<file path="src/rtl/ei_axis_rr_stream_mux_if.sv">
// Bundled AXI4-Stream ports of ei_axis_rr_stream_mux: NUM_CH packed input channels plus one output stream.
// Modport slave is the mux's own view; modport master is the view of the sources and sink around it.
// m_tid exists only when AXIS_MUX_TID_EN is defined.
interface ei_axis_rr_stream_mux_if #(
    parameter int NUM_CH = 4,
    parameter int DATA_W = 32
);
    localparam int KEEP_W = DATA_W / 8;
    localparam int CH_W   = $clog2(NUM_CH);

    logic [NUM_CH-1:0]        s_tvalid;
    logic [NUM_CH-1:0]        s_tready;
    logic [NUM_CH*DATA_W-1:0] s_tdata;
    logic [NUM_CH*KEEP_W-1:0] s_tkeep;
    logic [NUM_CH*KEEP_W-1:0] s_tstrb;
    logic [NUM_CH-1:0]        s_tlast;

    logic                     m_tvalid;
    logic                     m_tready;
    logic [DATA_W-1:0]        m_tdata;
    logic [KEEP_W-1:0]        m_tkeep;
    logic [KEEP_W-1:0]        m_tstrb;
    logic                     m_tlast;

`ifdef AXIS_MUX_TID_EN
    logic [CH_W-1:0]          m_tid;

    modport slave (
        input  s_tvalid, s_tdata, s_tkeep, s_tstrb, s_tlast, m_tready,
        output s_tready, m_tvalid, m_tdata, m_tkeep, m_tstrb, m_tlast, m_tid
    );

    modport master (
        output s_tvalid, s_tdata, s_tkeep, s_tstrb, s_tlast, m_tready,
        input  s_tready, m_tvalid, m_tdata, m_tkeep, m_tstrb, m_tlast, m_tid
    );
`else
    modport slave (
        input  s_tvalid, s_tdata, s_tkeep, s_tstrb, s_tlast, m_tready,
        output s_tready, m_tvalid, m_tdata, m_tkeep, m_tstrb, m_tlast
    );

    modport master (
        output s_tvalid, s_tdata, s_tkeep, s_tstrb, s_tlast, m_tready,
        input  s_tready, m_tvalid, m_tdata, m_tkeep, m_tstrb, m_tlast
    );
`endif

endinterface

</file>
<file path="src/rtl/ei_axis_rr_stream_mux.sv">
// Round-robin NUM_CH:1 AXI4-Stream mux with packet-granular grant; AXIS_MUX_TID_EN adds m_tid per beat.
// Latency: 2 cycles from s_tvalid in IDLE to m_tvalid (arbitrate + register), then 1 beat/cycle sustained.
// Backpressure: 2-entry output skid; the granted s_tready drops only when both entries are full.
module ei_axis_rr_stream_mux #(
    parameter int NUM_CH = 4,
    parameter int DATA_W = 32
) (
    input  logic                   ACLK,
    input  logic                   ARESETn,
    ei_axis_rr_stream_mux_if.slave axis,
    output logic                   busy
);

    localparam int KEEP_W = DATA_W / 8;
    localparam int CH_W   = $clog2(NUM_CH);
    localparam int IW     = CH_W + 1;

    typedef enum logic [0:0] {
        ST_IDLE = 1'b0,
        ST_PASS = 1'b1
    } state_t;

    typedef struct packed {
`ifdef AXIS_MUX_TID_EN
        logic [CH_W-1:0]   tid;
`endif
        logic [DATA_W-1:0] data;
        logic [KEEP_W-1:0] keep;
        logic [KEEP_W-1:0] strb;
        logic              last;
    } beat_t;

    state_t            state_q, state_d;
    logic [CH_W-1:0]   grant_q, grant_d;
    logic [CH_W-1:0]   rr_ptr_q, rr_ptr_d;

    logic [1:0]        cnt_q, cnt_d;
    beat_t             head_q, head_d;
    beat_t             tail_q, tail_d;

    logic              pick_vld;
    logic [CH_W-1:0]   pick_idx;
    logic [NUM_CH-1:0] s_tready_c;
    beat_t             in_beat;
    logic              push;
    logic              pop;

    // First requesting channel at or after the rotating pointer, wrapping modulo NUM_CH.
    always_comb begin
        logic [IW-1:0] sum;
        logic [IW-1:0] idx;
        pick_vld = 1'b0;
        pick_idx = '0;
        sum      = '0;
        idx      = '0;
        for (int i = 0; i < NUM_CH; i++) begin
            sum = IW'(rr_ptr_q) + IW'(i);
            idx = (sum >= IW'(NUM_CH)) ? (sum - IW'(NUM_CH)) : sum;
            if (!pick_vld && axis.s_tvalid[idx[CH_W-1:0]]) begin
                pick_vld = 1'b1;
                pick_idx = idx[CH_W-1:0];
            end
        end
    end

    always_comb begin
        in_beat = '0;
        for (int i = 0; i < NUM_CH; i++) begin
            if (grant_q == CH_W'(i)) begin
                in_beat.data = axis.s_tdata[i*DATA_W +: DATA_W];
                in_beat.keep = axis.s_tkeep[i*KEEP_W +: KEEP_W];
                in_beat.strb = axis.s_tstrb[i*KEEP_W +: KEEP_W];
                in_beat.last = axis.s_tlast[i];
            end
        end
`ifdef AXIS_MUX_TID_EN
        in_beat.tid = grant_q;
`endif
    end

    // FSM: state register.
    always_ff @(posedge ACLK or negedge ARESETn) begin
        if (!ARESETn) begin
            state_q  <= ST_IDLE;
            grant_q  <= '0;
            rr_ptr_q <= '0;
        end else begin
            state_q  <= state_d;
            grant_q  <= grant_d;
            rr_ptr_q <= rr_ptr_d;
        end
    end

    // FSM: next state. The grant is only released by an accepted TLAST beat.
    always_comb begin
        state_d  = state_q;
        grant_d  = grant_q;
        rr_ptr_d = rr_ptr_q;
        case (state_q)
            ST_IDLE: begin
                if (pick_vld) begin
                    state_d = ST_PASS;
                    grant_d = pick_idx;
                end
            end
            ST_PASS: begin
                if (push && in_beat.last) begin
                    state_d  = ST_IDLE;
                    rr_ptr_d = (grant_q == CH_W'(NUM_CH - 1)) ? '0 : grant_q + 1'b1;
                end
            end
            default: state_d = ST_IDLE;
        endcase
    end

    // FSM: outputs. Ready depends only on registered state, never on m_tready.
    always_comb begin
        s_tready_c = '0;
        if (state_q == ST_PASS && cnt_q != 2'd2) begin
            s_tready_c[grant_q] = 1'b1;
        end
        busy = (state_q == ST_PASS);
    end

    assign push = |(axis.s_tvalid & s_tready_c);
    assign pop  = (cnt_q != 2'd0) && axis.m_tready;

    // Head always feeds the output; tail only fills when the head is stalled.
    always_comb begin
        cnt_d  = cnt_q;
        head_d = head_q;
        tail_d = tail_q;
        case (cnt_q)
            2'd0: begin
                if (push) begin
                    head_d = in_beat;
                    cnt_d  = 2'd1;
                end
            end
            2'd1: begin
                if (push && pop) begin
                    head_d = in_beat;
                end else if (push) begin
                    tail_d = in_beat;
                    cnt_d  = 2'd2;
                end else if (pop) begin
                    cnt_d  = 2'd0;
                end
            end
            2'd2: begin
                if (pop) begin
                    head_d = tail_q;
                    cnt_d  = 2'd1;
                end
            end
            default: cnt_d = 2'd0;
        endcase
    end

    always_ff @(posedge ACLK or negedge ARESETn) begin
        if (!ARESETn) begin
            cnt_q  <= 2'd0;
            head_q <= '0;
            tail_q <= '0;
        end else begin
            cnt_q  <= cnt_d;
            head_q <= head_d;
            tail_q <= tail_d;
        end
    end

    assign axis.s_tready = s_tready_c;
    assign axis.m_tvalid = (cnt_q != 2'd0);
    assign axis.m_tdata  = head_q.data;
    assign axis.m_tkeep  = head_q.keep;
    assign axis.m_tstrb  = head_q.strb;
    assign axis.m_tlast  = head_q.last & (cnt_q != 2'd0);
`ifdef AXIS_MUX_TID_EN
    assign axis.m_tid    = head_q.tid;
`endif

endmodule

</file>
<file path="src/flat_wrapper.sv">
// flat-port wrapper written by rule: the top's interface ports become plain ports
module ei_axis_rr_stream_mux_flat 
#(
    parameter int NUM_CH = 4,
    parameter int DATA_W = 32
)
  (ACLK, ARESETn, busy, axis_s_tvalid, axis_s_tdata, axis_s_tkeep, axis_s_tstrb, axis_s_tlast, axis_m_tready, axis_s_tready, axis_m_tvalid, axis_m_tdata, axis_m_tkeep, axis_m_tstrb, axis_m_tlast);
  ei_axis_rr_stream_mux_if #(.NUM_CH(NUM_CH), .DATA_W(DATA_W)) axis_i ();
  input  logic ACLK;
  input  logic ARESETn;
  output logic busy;
  input wire logic [$bits(axis_i.s_tvalid)-1:0] axis_s_tvalid;
  input wire logic [$bits(axis_i.s_tdata)-1:0] axis_s_tdata;
  input wire logic [$bits(axis_i.s_tkeep)-1:0] axis_s_tkeep;
  input wire logic [$bits(axis_i.s_tstrb)-1:0] axis_s_tstrb;
  input wire logic [$bits(axis_i.s_tlast)-1:0] axis_s_tlast;
  input wire logic [$bits(axis_i.m_tready)-1:0] axis_m_tready;
  output wire logic [$bits(axis_i.s_tready)-1:0] axis_s_tready;
  output wire logic [$bits(axis_i.m_tvalid)-1:0] axis_m_tvalid;
  output wire logic [$bits(axis_i.m_tdata)-1:0] axis_m_tdata;
  output wire logic [$bits(axis_i.m_tkeep)-1:0] axis_m_tkeep;
  output wire logic [$bits(axis_i.m_tstrb)-1:0] axis_m_tstrb;
  output wire logic [$bits(axis_i.m_tlast)-1:0] axis_m_tlast;
  assign axis_i.s_tvalid = axis_s_tvalid;
  assign axis_i.s_tdata = axis_s_tdata;
  assign axis_i.s_tkeep = axis_s_tkeep;
  assign axis_i.s_tstrb = axis_s_tstrb;
  assign axis_i.s_tlast = axis_s_tlast;
  assign axis_i.m_tready = axis_m_tready;
  assign axis_s_tready = axis_i.s_tready;
  assign axis_m_tvalid = axis_i.m_tvalid;
  assign axis_m_tdata = axis_i.m_tdata;
  assign axis_m_tkeep = axis_i.m_tkeep;
  assign axis_m_tstrb = axis_i.m_tstrb;
  assign axis_m_tlast = axis_i.m_tlast;
  ei_axis_rr_stream_mux #(.NUM_CH(NUM_CH), .DATA_W(DATA_W)) u_core (.ACLK(ACLK), .ARESETn(ARESETn), .axis(axis_i), .busy(busy));
endmodule
</file>
<file path="config.mk">
export PLATFORM = sky130hd
export DESIGN_NAME = ei_axis_rr_stream_mux_flat
export DESIGN_NICKNAME = d
export VERILOG_FILES = /design/src/rtl/ei_axis_rr_stream_mux_if.sv /design/src/rtl/ei_axis_rr_stream_mux.sv /design/src/flat_wrapper.sv
export SDC_FILE = /design/constraint.sdc
export NUM_CORES = 1
export LEC_CHECK = 0
export CORE_UTILIZATION = 44
export DETAILED_ROUTE_END_ITERATION = 8
export GPL_TIMING_DRIVEN = 1
export PLACE_DENSITY = 0.92
export SETUP_SLACK_MARGIN = 0.3
export SLEW_MARGIN = 15
export SYNTH_ARGS = -nofsm -noshare
export SYNTH_HDL_FRONTEND = slang
export SYNTH_SLANG_ARGS = --single-unit
</file>
<file path="constraint.sdc">
create_clock -name ACLK -period 2.3 [get_ports ACLK]
set_input_delay 0.345 -clock ACLK [delete_from_list [all_inputs] [get_ports ACLK]]
set_output_delay 0.345 -clock ACLK [all_outputs]
set_load 0.02 [all_outputs]
</file>
=== Word level (Yosys, flattened, before mapping) ===
Index checks and enable logic that the tools add are counted.

* Register bits after elaboration: 89
* Bits of input ports: 171
* Output and inout port bits: 47
* Word-level logic and storage cells: 107

* Add/sub/neg operators: 8
* $lt $le $gt $ge: 10
* Eq/ne operators: 11
* Multiplexer cells: 41
* Bitwise gates (word level): 4
* Reductions and logical operators: 21

{| class="wikitable"
|+ Operator list
! cell !! number
|-
| $mux W41 || 7
|-
| $pmux W41 S3 || 1
|-
| $mux W2 || 14
|-
| $lt A2 B3 Y1 const B || 5
|-
| $mux W1 || 11
|-
| $ge A3 B3 Y1 const B || 3
|-
| $bmux W1 S2 || 4
|-
| $logic_and A1 B1 Y1 || 8
|-
| $reduce_and A4 Y1 || 2
|-
| $sub A2 B1 Y2 const B || 4
|-
| $add A2 B2 Y3 const B || 2
|-
| $eq A2 B2 Y1 const B || 3
|-
| $ne A2 B1 Y1 const B || 3
|-
| $pmux W2 S3 || 1
|-
| $and A4 B4 Y4 || 1
|-
| $eq A2 B1 Y1 const B || 2
|-
| $logic_not A2 Y1 || 2
|-
| $mux W4 || 1
|-
| $ne A2 B2 Y1 const B || 2
|-
| $reduce_and A2 Y1 || 2
|-
| $reduce_or A4 Y1 || 1
|-
| $add A2 B1 Y3 const B || 1
|-
| $ge A2 B3 Y1 const B || 1
|-
| $logic_not A1 Y1 || 3
|-
| 10 further kinds || 11
|}

=== Depth between registers and ports, before layout ===
Gate-level depths: netlist of run 1.

* Depth in word-level cells: 16
* Depth in mapped cells: 9
* Gate-level depth less buffers: 6

=== Worst setup path before layout of run 1 ===
Ideal clock, no wire load.

* Kind: register -> register
* Start point: register u_core.grant_q[0]
* End point: register u_core.head_q (netlist bit u_core.axis.m_tdata[10])
* Setup time: 125 ps
* Arrival: 1,842 ps
* Required time: 2,175 ps
* Path slack: 333 ps
* Stages on the path, launching flop included: 8
* Buffers on the path: 1
* Clock period less this slack: 1,967 ps
* Cells stage by stage: dfrtp_1 > inv_1 > ha_1 > a22o_1 > o21ai_4 > o31ai_4 > buf_6 > mux2_4

* Cells in the longest elaborated chain, start to end: 10
* Elaborated cells on any way between the ends: 23
* Classes of those cells: order compare: 2; eq/ne: 5; mux: 10; bitwise: 1; reduce/logical: 5

{| class="wikitable"
|+ Ends and longest elaborated chain
! item !! line !! source
|-
| from (decl) || ei_axis_rr_stream_mux.sv:34 || <nowiki>logic [CH_W-1:0] grant_q, grant_d;</nowiki>
|-
| from (signal assigned) || ei_axis_rr_stream_mux.sv:89 || <nowiki>grant_q <= grant_d;</nowiki>
|-
| $lt A2 B3 Y1 (implied by the code) / $ge A2 B1 Y1 (equally long branches) || ei_axis_rr_stream_mux.sv:120 || <nowiki>s_tready_c[grant_q] = 1'b1;</nowiki>
|-
| $logic_and A1 B1 Y1 (implied by the code) || ei_axis_rr_stream_mux.sv:120 ||
|-
| $mux W1 (implied by the code) || ei_axis_rr_stream_mux.sv:120 ||
|-
| $demux W1 S2 || - ||
|-
| $mux W4 || ei_axis_rr_stream_mux.sv:119 || <nowiki>if (state_q == ST_PASS && cnt_q != 2'd2) begin</nowiki>
|-
| $and A4 B4 Y4 || ei_axis_rr_stream_mux.sv:125 || <nowiki>assign push = |(axis.s_tvalid & s_tready_c);</nowiki>
|-
| $reduce_or A4 Y1 || ei_axis_rr_stream_mux.sv:125 ||
|-
| $logic_and A1 B1 Y1 || ei_axis_rr_stream_mux.sv:141 || <nowiki>if (push && pop) begin</nowiki>
|-
| $ne A2 B1 Y1 (no line) || - ||
|-
| $reduce_and A4 Y1 (no line) || - ||
|-
| to (signal assigned) || ei_axis_rr_stream_mux.sv:163 || <nowiki>head_q <= '0;</nowiki>
|-
| to (signal assigned) || ei_axis_rr_stream_mux.sv:167 || <nowiki>head_q <= head_d;</nowiki>
|-
| to (decl) || ei_axis_rr_stream_mux.sv:38 || <nowiki>beat_t head_q, head_d;</nowiki>
|}

Several ways; a longest one is shown, not always the timed one. The select of a mux whose other input is x is not followed.
A chain may end at the register's enable or synchronous reset.

=== Worst setup path in the final report of run 1 ===
* Start point: register u_core.grant_q[0]
* End point: register u_core.head_q (netlist bit u_core.axis.m_tdata[22])

Same word-level chain as after synthesis.

==> results of run 1 <==
path summary, 6_finish.rpt:
check / start / endpoint / cells after the start
worst max-delay path: u_core.grant_q[0]$_DFFE_PN0P_ / u_core.axis.m_tdata[22]$_DFFE_PN0P_ / 6
worst min-delay path: ARESETn / u_core.axis.m_tdata[15]$_DFFE_PN0P_ / 1
worst max register to register: u_core.grant_q[0]$_DFFE_PN0P_ / u_core.axis.m_tdata[22]$_DFFE_PN0P_ / 6
worst min register to register: u_core.tail_q[19]$_DFFE_PN0P_ / u_core.tail_q[19]$_DFFE_PN0P_ / 2
max in group asynchronous: ARESETn / u_core.cnt_q[1]$_DFFE_PN0P_ / 2
min in group ACLK: u_core.tail_q[19]$_DFFE_PN0P_ / u_core.tail_q[19]$_DFFE_PN0P_ / 2
registers in the layout, indices dropped and copies added (netlist names):
register and count:
u_core.axis.m_tkeep 4, u_core.head_q 1, u_core.cnt_q 2, u_core.axis.m_tstrb 4
u_core.rr_ptr_q 2, u_core.axis.m_tdata 32, u_core.grant_q 2, u_core.tail_q 41
u_core.busy 1
final cells by class:
cell class	count	area share (%)
multi-input combinational	339	36.1
timing repair buffer	269	32.7
sequential	89	25.1
clock buffer	12	3.00
tap	168	2.36
clock inverter	4	0.563
inverter	4	0.225
routing by layer:
layer  share of wire, %  wire, microns  GRT usage, %
met1                 38           7320          29.8
met2                 52           9960          47.6
met3                6.6           1260          4.24
met4                2.6            496          8.23
met5                  0              0             0
synth_stat cells (all sizes together), types with 2 or more instances:
| cell type | n | area, sq um |
|---|---|---|
| nor2b | 4 | 25.0 |
| or2 | 2 | 12.5 |
| o41ai | 3 | 26.3 |
| o211ai | 2 | 15.0 |
| and3 | 3 | 18.8 |
| a221oi | 41 | 609 |
| nor2 | 4 | 15.0 |
| clkbuf | 14 | 52.6 |
| inv | 4 | 15.0 |
| a21oi | 2 | 10.0 |
| nand3b | 2 | 15.0 |
| mux2 | 43 | 559 |
| o22ai | 39 | 244 |
| nand2b | 4 | 25.0 |
| dfrtp | 89 | 2230 |
| o31ai | 79 | 607 |
| buf | 72 | 517 |
| nor3b | 3 | 22.5 |
| a22o | 2 | 26.3 |
| nand2 | 84 | 315 |
| o21ai | 7 | 46.3 |
| ha | 4 | 50.1 |
worst register-to-register path: stages (launching register included):
cell	delay (ns)
dfrtp_2	0.47
ha_4	0.22
inv_1	0.11
buf_6	0.35
o22ai_1	0.25
o31ai_1	0.34
mux2_4	0.22
power by group through the flow:
stage,Sequential (mW),Clock (mW),Combinational [mW]
6_report,2.85,1.53,9.01
5_1_grt,2.91,1.62,9.53
4_1_cts,2.77,1.55,7.67
3_5_place_dp,2.76,0,7.01
3_3_place_gp,2.71,0,6.69
2_1_floorplan,2.62,0,5.35
cell usage in the layout, fill, tap and decap left out, drive strengths merged, types with 2 or more instances in the layout:
cell type,netlist,routed
clkdlybuf4s50,0,210
dfrtp,89,89
nand2,84,84
o31ai,79,79
buf,72,45
mux2,43,43
a221oi,41,41
o22ai,39,39
clkbuf,14,22
o21ai,7,7
ha,4,4
dlygate4sd2,0,4
nand2b,4,4
nor2b,4,4
nor2,4,4
inv,4,4
and3,3,3
nor3b,3,3
o41ai,3,3
nand3b,2,2
a22o,2,2
o211ai,2,2
a21oi,2,2
clkinvlp,0,2
or2,2,2
timing repair:
item / in CTS / in global routing
pin swaps: 5 / 5
gates resized for setup: 38 / 85
setup endpoints to repair: 47 / 79
cloned: 2 / 13
buffers inserted: 9 / 6
cell families after synthesis:
logic type                 Yosys count  share of synthesized area, %
adders and majority gates            4                         0.904
buffers and inverters               90                          10.6
DFF                                 89                          40.2
AOI/OAI and AO/OA                  179                          29.2
and+or+nand+nor                    112                          8.77
muxes                               44                          10.3
stage by stage:
step | cell area [sq um] | hold slack [ns]
6_report | 8890 | 0.00646
5_1_grt | 8890 | 0.0407
4_1_cts | 8240 | 0.0227
3_5_place_dp | 7610 | 0.374
3_3_place_gp | 7610 | 0.360
2_1_floorplan | 5540 | 0.0494
==> results.md, run 1 <==
* Die area at ~13000 sq um
* Cell area after synthesis at ~5500 sq um
* FF+latch area at between 2000 and 2500 sq um
* Number of global-route vias before repair at roughly 5.3k
* Top FF cell, synth: dfrtp_1
* ANT nets after route at 0
* Critical Path Source Type: register
* Die width at roughly 110 microns
* Max Cap Viol at 0
* Clock power share at a little under an eighth
* Yosys warnings at 0
* Total global routing overflow at 0
* CTS Buffer Depth at 2
* Sink Count at between 80 and 90
* DRT Pass-1 Iters at 5
* Combinational share of power at 67.3%
* Async set-reset flop share out of synthesis at between 90% and 100%
* Max Fclk at between 0.4 and 0.5 GHz
* Slowest library cell on the worst path: dfrtp_2
* Row count at 40
* Seq pwr share at between 20% and 30%
* Vias at ~5.3k
* Critical Path Sink Type: register
* Pin count of the biggest net entering global routing at 55
* Die Y at about 110 microns
* Layout net count at 887
* NetSw at 5.47 mW
* Initial core utilization at between 40% and 50%
* Sequential area share after synthesis at 40.2%
* Leakage power at roughly 3.5 nW
* Non-filler cells in the finished layout at 885
* Final core utilization at about 73%
* Routed vias/inst at 5.93
* Cell family with most CP delay: compound AO/OA/AOI/OAI gates
* Slowest stage delay, CP at 0.47 ns
* Netlist cell types at 43
* GPL Wtd Cong at roughly 0.86
* First-pass GRT wire length at 26.3 mm
* DRC Markers at 0
* WL/cell at 21.5 microns
* Yosys reg bits at 89
* Initial antenna violation count at 0
* Fin crit share at ~88%
* Layout area overhead at 60.6%
* Status: completed
* Pwr Density at about 1500 nW/um^2
* Path category of the worst min-delay check: input port to asynchronous set/reset pin
* CTS tree: built
* Clock skew at 0.00711 ns
* Hold Buf Count CTS at 0
* CP arrival at 2.28 ns
* Syn avg cell area at 10.7 sq um
* Clock-pin slew on the worst setup and hold paths at 0.07 ns
* Diodes inserted at 0
* Minimum clock period at approximately 2.0 ns
* PortBufs at roughly 220
* Final WS setup at 0.287 ns
* Syn Inst Count at between 500 and 600
* IO Pins at 218
* Core Region at 12200 sq um
* HPWL Detailed at between 10 and 15 mm
* All-Layer GR Usage at roughly 26%
* VDD IR max at 0.000951 V
* Post-Route WL at roughly 19 mm
* Critical path class: register to register
* CTS Buf Count at 9
* Placed cells at 839
* Share of cells above drive strength 1 at 29.3%
* Final hold vios at 0
* Data required time at the worst endpoint at around 2.6 ns
* Reg2Reg Setup Slack at 0.29 ns
* Root Driver: clkbuf_16
* Filler cell count in the final layout at between 700 and 800
* Multi-input logic area at 3210 sq um
* Critical Path Fanout Max at 40
* Post-synth EDFFs at 0
* Pins Over Slew Limit at 0
* Setup TNS at 0 ns
* WP buf/inv at 2
* Dpl ws at around 0.057 ns
* Tot Pwr at 13.4 mW
* Finish-stage setup viols at 0
* Unrepaired setup endpoints after global routing: yes
* Sw Ratio at roughly two fifths
* Int Power at just under 8 mW
* Slew HR at about three fifths
* Iter 0 DRT Violations at ~470
* Worst-Margin Slew at slightly below 0.6 ns
* Clk_lat worst skew at between 0.3 and 0.4 ns
* Worst-path cell chain: ha_4, inv_1, buf_6, o22ai_1, o31ai_1, mux2_4
* Syn Nets at between 600 and 700
* CTS H-tree lvls at 3
Note: power is estimated with default switching activity, not from simulation.
==> inputs of run 2 (changes only) <==
--- a/config.mk
+++ b/config.mk
@@ -5,6 +5,7 @@
 export SDC_FILE = /design/constraint.sdc
 export NUM_CORES = 1
 export LEC_CHECK = 0
+export CORE_MARGIN = 1.5
 export CORE_UTILIZATION = 44
 export DETAILED_ROUTE_END_ITERATION = 8
 export GPL_TIMING_DRIVEN = 1
==> results.md, run 2 (synthesis gave the netlist of run 1 again) <==
* Path category of the worst min-delay check: input port to asynchronous set/reset pin
* CTS tree: built
* Slowest stage delay, CP at 0.45 ns (-0.02 ns)
* Critical Path Fanout Max at 20 (-50%)
* CTS H-tree lvls at 3 (unchanged)
* IO Pins at 218 (unchanged)
* Critical Path Sink Type: register
* Reg-to-Reg Start: u_core.grant_q[1]$_DFFE_PN0P_
* Final core utilization at 73.9% (+0.81 points)
* Iter 0 DRT Violations at 386 (-17%)
* Reg2Reg Setup Slack at 0.20 ns (-0.08 ns)
* GPL Wtd Cong at 0.807 (-6.4%)
* Clock power share at 11.5% (about the same)
* Final hold vios at 0 (unchanged)
* Root Driver: clkbuf_16
* Critical path class: register to register
* Filler cell count in the final layout at 765 (-0.13%)
* Pwr Density at 1500 nW/um^2 (-0.68%)
* Max Cap Viol at 0 (unchanged)
* Number of global-route vias before repair at 5443 (+1.8%)
* Int Power at 7.91 mW (-0.11%)
* DRT Pass-1 Iters at 5 (unchanged)
* Minimum clock period at 2.10 ns (+0.0848 ns)
* Max layer used: met4
* Clock skew at 0.00938 ns (+0.00227 ns)
* Die width at 115 microns (+0.88%)
* Row count at 40 (unchanged)
* HPWL Detailed at 12.3 mm (+2.9%)
* Hold Worst Slack at 0.0125 ns (+0.00604 ns)
* Hold Buf Count CTS at 0 (unchanged)
* Most common cell after layout, fill and taps aside: clkdlybuf4s50_1
* Pin count of the biggest net entering global routing at 46 (-16%)
* Initial antenna violation count at 0 (unchanged)
* First-pass GRT wire length at 27.7 mm (+5.7%)
* Seq pwr share at 21.4% (about the same)
* Sw Ratio at 41.2% (+0.32 points)
* CTS Buffer Depth at 2 (unchanged)
* Total global routing overflow at 0 (unchanged)
* Post-Route WL at 20.4 mm (+7.0%)
* Layout area overhead at 62.4%
* R2r worst-path depth at 8 (+2)
* Pins Over Slew Limit at 0 (unchanged)
* Die Y at 115 microns (+0.88%)
* Data required time at the worst endpoint at 2.57 ns (about the same)
* Fin crit share at 91.2% (+3.7 points)
* Diodes inserted at 0 (unchanged)
* Multi-input logic area at 3140 sq um (-2.3%)
* Worst-path cell chain: buf_6, ha_4, buf_4, nand2b_2, buf_4, o22ai_1, o31ai_1, mux2_4
* Die area at 13300 sq um (+1.8%)
* Combinational share of power at 67.0% (-0.3 points)
* Leakage power at 3.58 nW (+1.1%)
* FF+latch area at 2230 sq um (unchanged)
* NetSw at 5.54 mW (+1.2%)
* Critical Path Source Type: register
* Clock-pin slew on the worst setup and hold paths at 0.06 ns (about the same)
* Layout net count at 894 (+0.79%)
* Crit path top cell by count: buf_4
* Worst-Margin Slew at 0.611 ns (+0.0248 ns)
* Max FFs per register at 41 (unchanged)
* Initial core utilization at 45.5% (unchanged)
* Slew HR at 59.3% (-1.7 points)
* VDD IR max at 0.00114 V (+19%)
* Reg with most FFs: u_core.tail_q
* Share of cells above drive strength 1 at 29.6% (+0.27 points)
* Final WS setup at 0.203 ns (-0.0848 ns)
* Setup TNS at 0 ns (unchanged)
* Tot Pwr at 13.4 mW (+0.43%)
* CTS Buf Count at 9 (unchanged)
* Clk_lat worst skew at 0.34 ns (+0.02 ns)
* WL/cell at 22.8 microns (+6.1%)
* All-Layer GR Usage at 27.1% (+1.5 points)
* Status: completed
* Reg2Reg Capture Point: u_core.axis.m_tdata[10]$_DFFE_PN0P_
* ANT nets after route at 0 (unchanged)
* Met2 WL at 10.6 mm (+6.4%)
* Routed vias/inst at 6.02 (+1.4%)
* Slowest library cell on the worst path: dfrtp_2
* Most frequent cells in the layout: clkdlybuf4s50_1, dfrtp_1, nand2_1, o31ai_1, o22ai_1
* WL met1 at 7.50 mm (+2.4%)
* DRC Markers at 0 (unchanged)
* PortBufs at 217 (unchanged)
* Met3 wire length at 1.38 mm (+9.6%)
* Sink Count at 89 (unchanged)
* Dpl ws at 0.0602 ns (+0.00322 ns)
* Unrepaired setup endpoints after global routing: yes
* Core Region at 12200 sq um (unchanged)
* Max Fclk at 0.477 GHz (-4.0%)
* Finish-stage setup viols at 0 (unchanged)
* CP arrival at 2.37 ns (+0.09 ns)
* Vias at 5367 (+2.2%)
-- run 2: worst max path at each step --
stage                                   from                                   to  slack [ns]
2_1_floorplan  u_core.grant_q[0]$_DFFE_PN0P_  u_core.axis.m_tdata[10]$_DFFE_PN0P_        0.33
3_3_place_gp                axis_s_tvalid[0]   u_core.axis.m_tkeep[3]$_DFFE_PN0P_        0.12
3_5_place_dp                axis_s_tvalid[0]   u_core.axis.m_tdata[2]$_DFFE_PN0P_        0.06
4_1_cts        u_core.grant_q[1]$_DFFE_PN0P_         u_core.head_q[0]$_DFFE_PN0P_        0.22
5_1_grt        u_core.grant_q[1]$_DFFE_PN0P_  u_core.axis.m_tdata[10]$_DFFE_PN0P_        0.11
6_report       u_core.grant_q[1]$_DFFE_PN0P_  u_core.axis.m_tdata[10]$_DFFE_PN0P_        0.20
-- run 2: power groups by stage --
stage	logic [mW]	registers [mW]	clock network (mW)
after floorplan	5.35	2.62	0
after global placement	6.71	2.73	0
after detailed placement	7.04	2.77	0
after CTS	8.06	2.78	1.55
after global routing	9.50	2.94	1.63
final	9.01	2.88	1.55
-- run 2: worst max-delay path, delay by kind of cell (launching register included) --
kind / cells / cell delay [ns]
AOI/OAI and AO/OA: 2 / 0.56
adders and majority gates: 1 / 0.17
muxes: 1 / 0.23
and+or+nand+nor: 1 / 0.06
DFF: 1 / 0.45
buffers and inverters: 3 / 0.55
-- run 2: final cells by class --
type	count	share of cell area [%]
multi-input combinational	339	34.9
timing repair buffer	276	34.3
sequential	89	24.8
clock buffer	13	2.67
tap	168	2.34
clock inverter	3	0.724
inverter	4	0.223
-- run 2: metal layers --
layer / up-vias / track usage [%]
met4: 0 / 14.1
li1: 2349 / -
met1: 2630 / 29.5
met3: 82 / 5.27
met2: 306 / 49.9
met5: - / 0
-- run 2: timing repair --
action / CTS / global route
cloned: 5 / 15
setup endpoints to repair: 73 / 87
pin swaps: 7 / 14
gates resized for setup: 46 / 79
buffers inserted: 15 / 1
-- run 2: per-stage QoR --
step	instance area (sq um)	cells
after global routing	8990	892
after detailed placement	7610	840
after floorplan	5540	518
after CTS	8370	876
after global placement	7610	840
final	8990	892
==> inputs of run 3 (changes only) <==
--- a/config.mk
+++ b/config.mk
@@ -10,7 +10,6 @@
 export DETAILED_ROUTE_END_ITERATION = 8
 export GPL_TIMING_DRIVEN = 1
 export PLACE_DENSITY = 0.92
-export SETUP_SLACK_MARGIN = 0.3
 export SLEW_MARGIN = 15
 export SYNTH_ARGS = -nofsm -noshare
 export SYNTH_HDL_FRONTEND = slang
==> results.md, run 3 (synthesis gave the netlist of run 1 again) <==
* Max Fclk at 0.451 GHz (-5.5%)
* Unrepaired setup endpoints after global routing: yes
* Slew HR at 61.0% (+1.7 points)
* Layout net count at 858 (-4.0%)
* GPL Wtd Cong at 0.807 (unchanged)
* CTS Buf Count at 9 (unchanged)
* Sw Ratio at 40.8% (-0.43 points)
* CTS Buffer Depth at 2 (unchanged)
* Critical Path Source Type: register
* Pins Over Slew Limit at 0 (unchanged)
* CTS H-tree lvls at 3 (unchanged)
* Post-Place Cell Area at 7610 sq um (unchanged)
* Met3 wire length at 1.08 mm (-22%)
* Share of cells above drive strength 1 at 18.9% (-11 points)
* WL/cell at 19.6 microns (-14%)
* Clock-pin slew on the worst setup and hold paths at 0.06 ns (about the same)
* Core Region at 12200 sq um (unchanged)
* Hold Buf Count CTS at 0 (unchanged)
* Critical path class: register to primary output
* Clock skew at 0.00752 ns (-0.00185 ns)
* Combinational share of power at 62.2% (-4.8 points)
* Diodes inserted at 0 (unchanged)
* Pwr Density at 1430 nW/um^2 (-4.1%)
* ANT nets after route at 0 (unchanged)
* Worst Setup EP: axis_s_tready[1]
* Status: completed
* Clk_lat worst skew at 0.33 ns (about the same)
* IO Pins at 218 (unchanged)
* Critical Path Sink Type: primary output
* Finish-stage setup viols at 0 (unchanged)
* Die area at 13300 sq um (unchanged)
* Iter 0 DRT Violations at 294 (-24%)
* Total global routing overflow at 0 (unchanged)
* CTS tree: built
* Max layer used: met4
* Post-route cell area at 7940 sq um (-12%)
* Final hold vios at 0 (unchanged)
* Pin count of the biggest net entering global routing at 46 (unchanged)
* Sink Count at 89 (unchanged)
* Fin crit share at 96.5% (+5.3 points)
* Routed vias/inst at 5.78 (-3.9%)
* Die width at 115 microns (unchanged)
* Root Driver: clkbuf_16
* Number of global-route vias before repair at 5223 (-4.0%)
* Minimum clock period at 2.22 ns (+0.122 ns)
* Seq pwr share at 24.4% (+3.0 points)
* FF+latch area at 2230 sq um (-0.11%)
* CP Launch Point: u_core.grant_q[1]$_DFFE_PN0P_
* Reg2Reg Capture Point: u_core.axis.m_tdata[15]$_DFFE_PN0P_
* Max Cap Viol at 0 (unchanged)
* Reg2Reg Setup Slack at 0.08 ns (-0.12 ns)
* Setup TNS at 0 ns (unchanged)
* DRT Pass-1 Iters at 5 (unchanged)
* First-pass GRT wire length at 26.2 mm (-5.4%)
* Row count at 40 (unchanged)
* R2r worst-path depth at 7 (-1)
* VDD IR max at 0.00117 V (+2.8%)
* Data required time at the worst endpoint at 1.96 ns (-0.61 ns)
* Vias at 4951 (-7.8%)
* All-Layer GR Usage at 25.4% (-1.7 points)
* Post-Route WL at 16.8 mm (-18%)
* Post_cts resized at 4 (-91%)
* Reg with most FFs: u_core.tail_q
* WL met1 at 6.43 mm (-14%)
* Die Y at 115 microns (unchanged)
* Initial antenna violation count at 0 (unchanged)
* Tot Pwr at 11.4 mW (-15%)
* Total setup buffers inserted after CTS at 0 (-15)
* Reg-to-Reg Start: u_core.grant_q[0]$_DFFE_PN0P_
* DRC Markers at 0 (unchanged)
* PortBufs at 217 (unchanged)
* HPWL Detailed at 12.3 mm (unchanged)
* Clock power share at 13.4% (+1.9 points)
* Worst-Margin Slew at 0.585 ns (-0.0256 ns)
* Path category of the worst min-delay check: input port to asynchronous set/reset pin
* Initial core utilization at 45.5% (unchanged)
* Leakage power at 3.16 nW (-12%)
* Filler cell count in the final layout at 916 (+20%)
* NetSw at 4.64 mW (-16%)
* Met2 WL at 8.73 mm (-18%)
* Most frequent cells in the layout: clkdlybuf4s50_1, dfrtp_1, nand2_1, o31ai_1, a221oi_2
* Multi-input logic area at 2760 sq um (-12%)
* Max FFs per register at 41 (unchanged)
* Int Power at 6.74 mW (-15%)
* Most common cell after layout, fill and taps aside: clkdlybuf4s50_1
* Layout area overhead at 43.4%
* CP arrival at 1.87 ns (-0.50 ns)
* Critical Path Fanout Max at 8 (-60%)
run 3: changes by cell type in the layout (fill, tap and decap cells not counted), sizes merged:
cell	previous run	this run
buf	50	24
clkbuf	25	13
clkdlybuf4s15	1	0
clkdlybuf4s50	210	213
dlygate4sd2	3	2
dlymetal6s2s	0	1
run 3: metal layers:
metal / vias to the layer above / track usage [%]
met5: - / 0
met4: 0 / 12.4
met3: 51 / 5.01
met2: 210 / 46.7
met1: 2425 / 28.0
li1: 2265 / -
run 3: power by group through the flow:
stage | sequential (mW) | combinational (mW) | clock [mW]
floorplan | 2.62 | 5.35 | 0
CTS | 2.77 | 7.06 | 1.55
finish | 2.78 | 7.08 | 1.52
global placement | 2.73 | 6.71 | 0
global route | 2.85 | 7.58 | 1.62
detailed placement | 2.77 | 7.04 | 0
run 3: final cells by class:
class	count	area share (%)
Clock inverter	3	0.820
Inverter	4	0.189
Clock buffer	13	3.03
Timing Repair Buffer	240	30.5
Multi-Input combinational cell	339	34.8
Tap cell	168	2.65
Sequential cell	89	28.1
run 3: stage by stage:
stage          setup slack, ns  hold WS [ns]  utilization, %  cells
6_report                0.0808       0.00421            65.2    856
5_1_grt                -0.0127        0.0483            65.2    856
4_1_cts               0.000149        0.0247            65.1    856
3_5_place_dp            0.0602         0.384            62.6    840
3_3_place_gp             0.120         0.369            62.6    840
2_1_floorplan            0.333        0.0494               -    518
run 3: worst max-delay path: stages, from the launching register on:
cell,delay (ns)
dfrtp_1,0.40
inv_1,0.13
ha_4,0.24
and3_1,0.17
clkdlybuf4s50_1,0.60
run 3: how the worst min path moves through the flow:
stage             from                                  to  slack, ns
4_1_cts        ARESETn       u_core.tail_q[22]$_DFFE_PN0P_       0.02
6_report       ARESETn       u_core.tail_q[22]$_DFFE_PN0P_      0.004
2_1_floorplan  ARESETn  u_core.axis.m_tdata[0]$_DFFE_PN0P_       0.05
5_1_grt        ARESETn       u_core.tail_q[22]$_DFFE_PN0P_       0.05
3_5_place_dp   ARESETn       u_core.tail_q[22]$_DFFE_PN0P_       0.38
3_3_place_gp   ARESETn       u_core.tail_q[22]$_DFFE_PN0P_       0.37
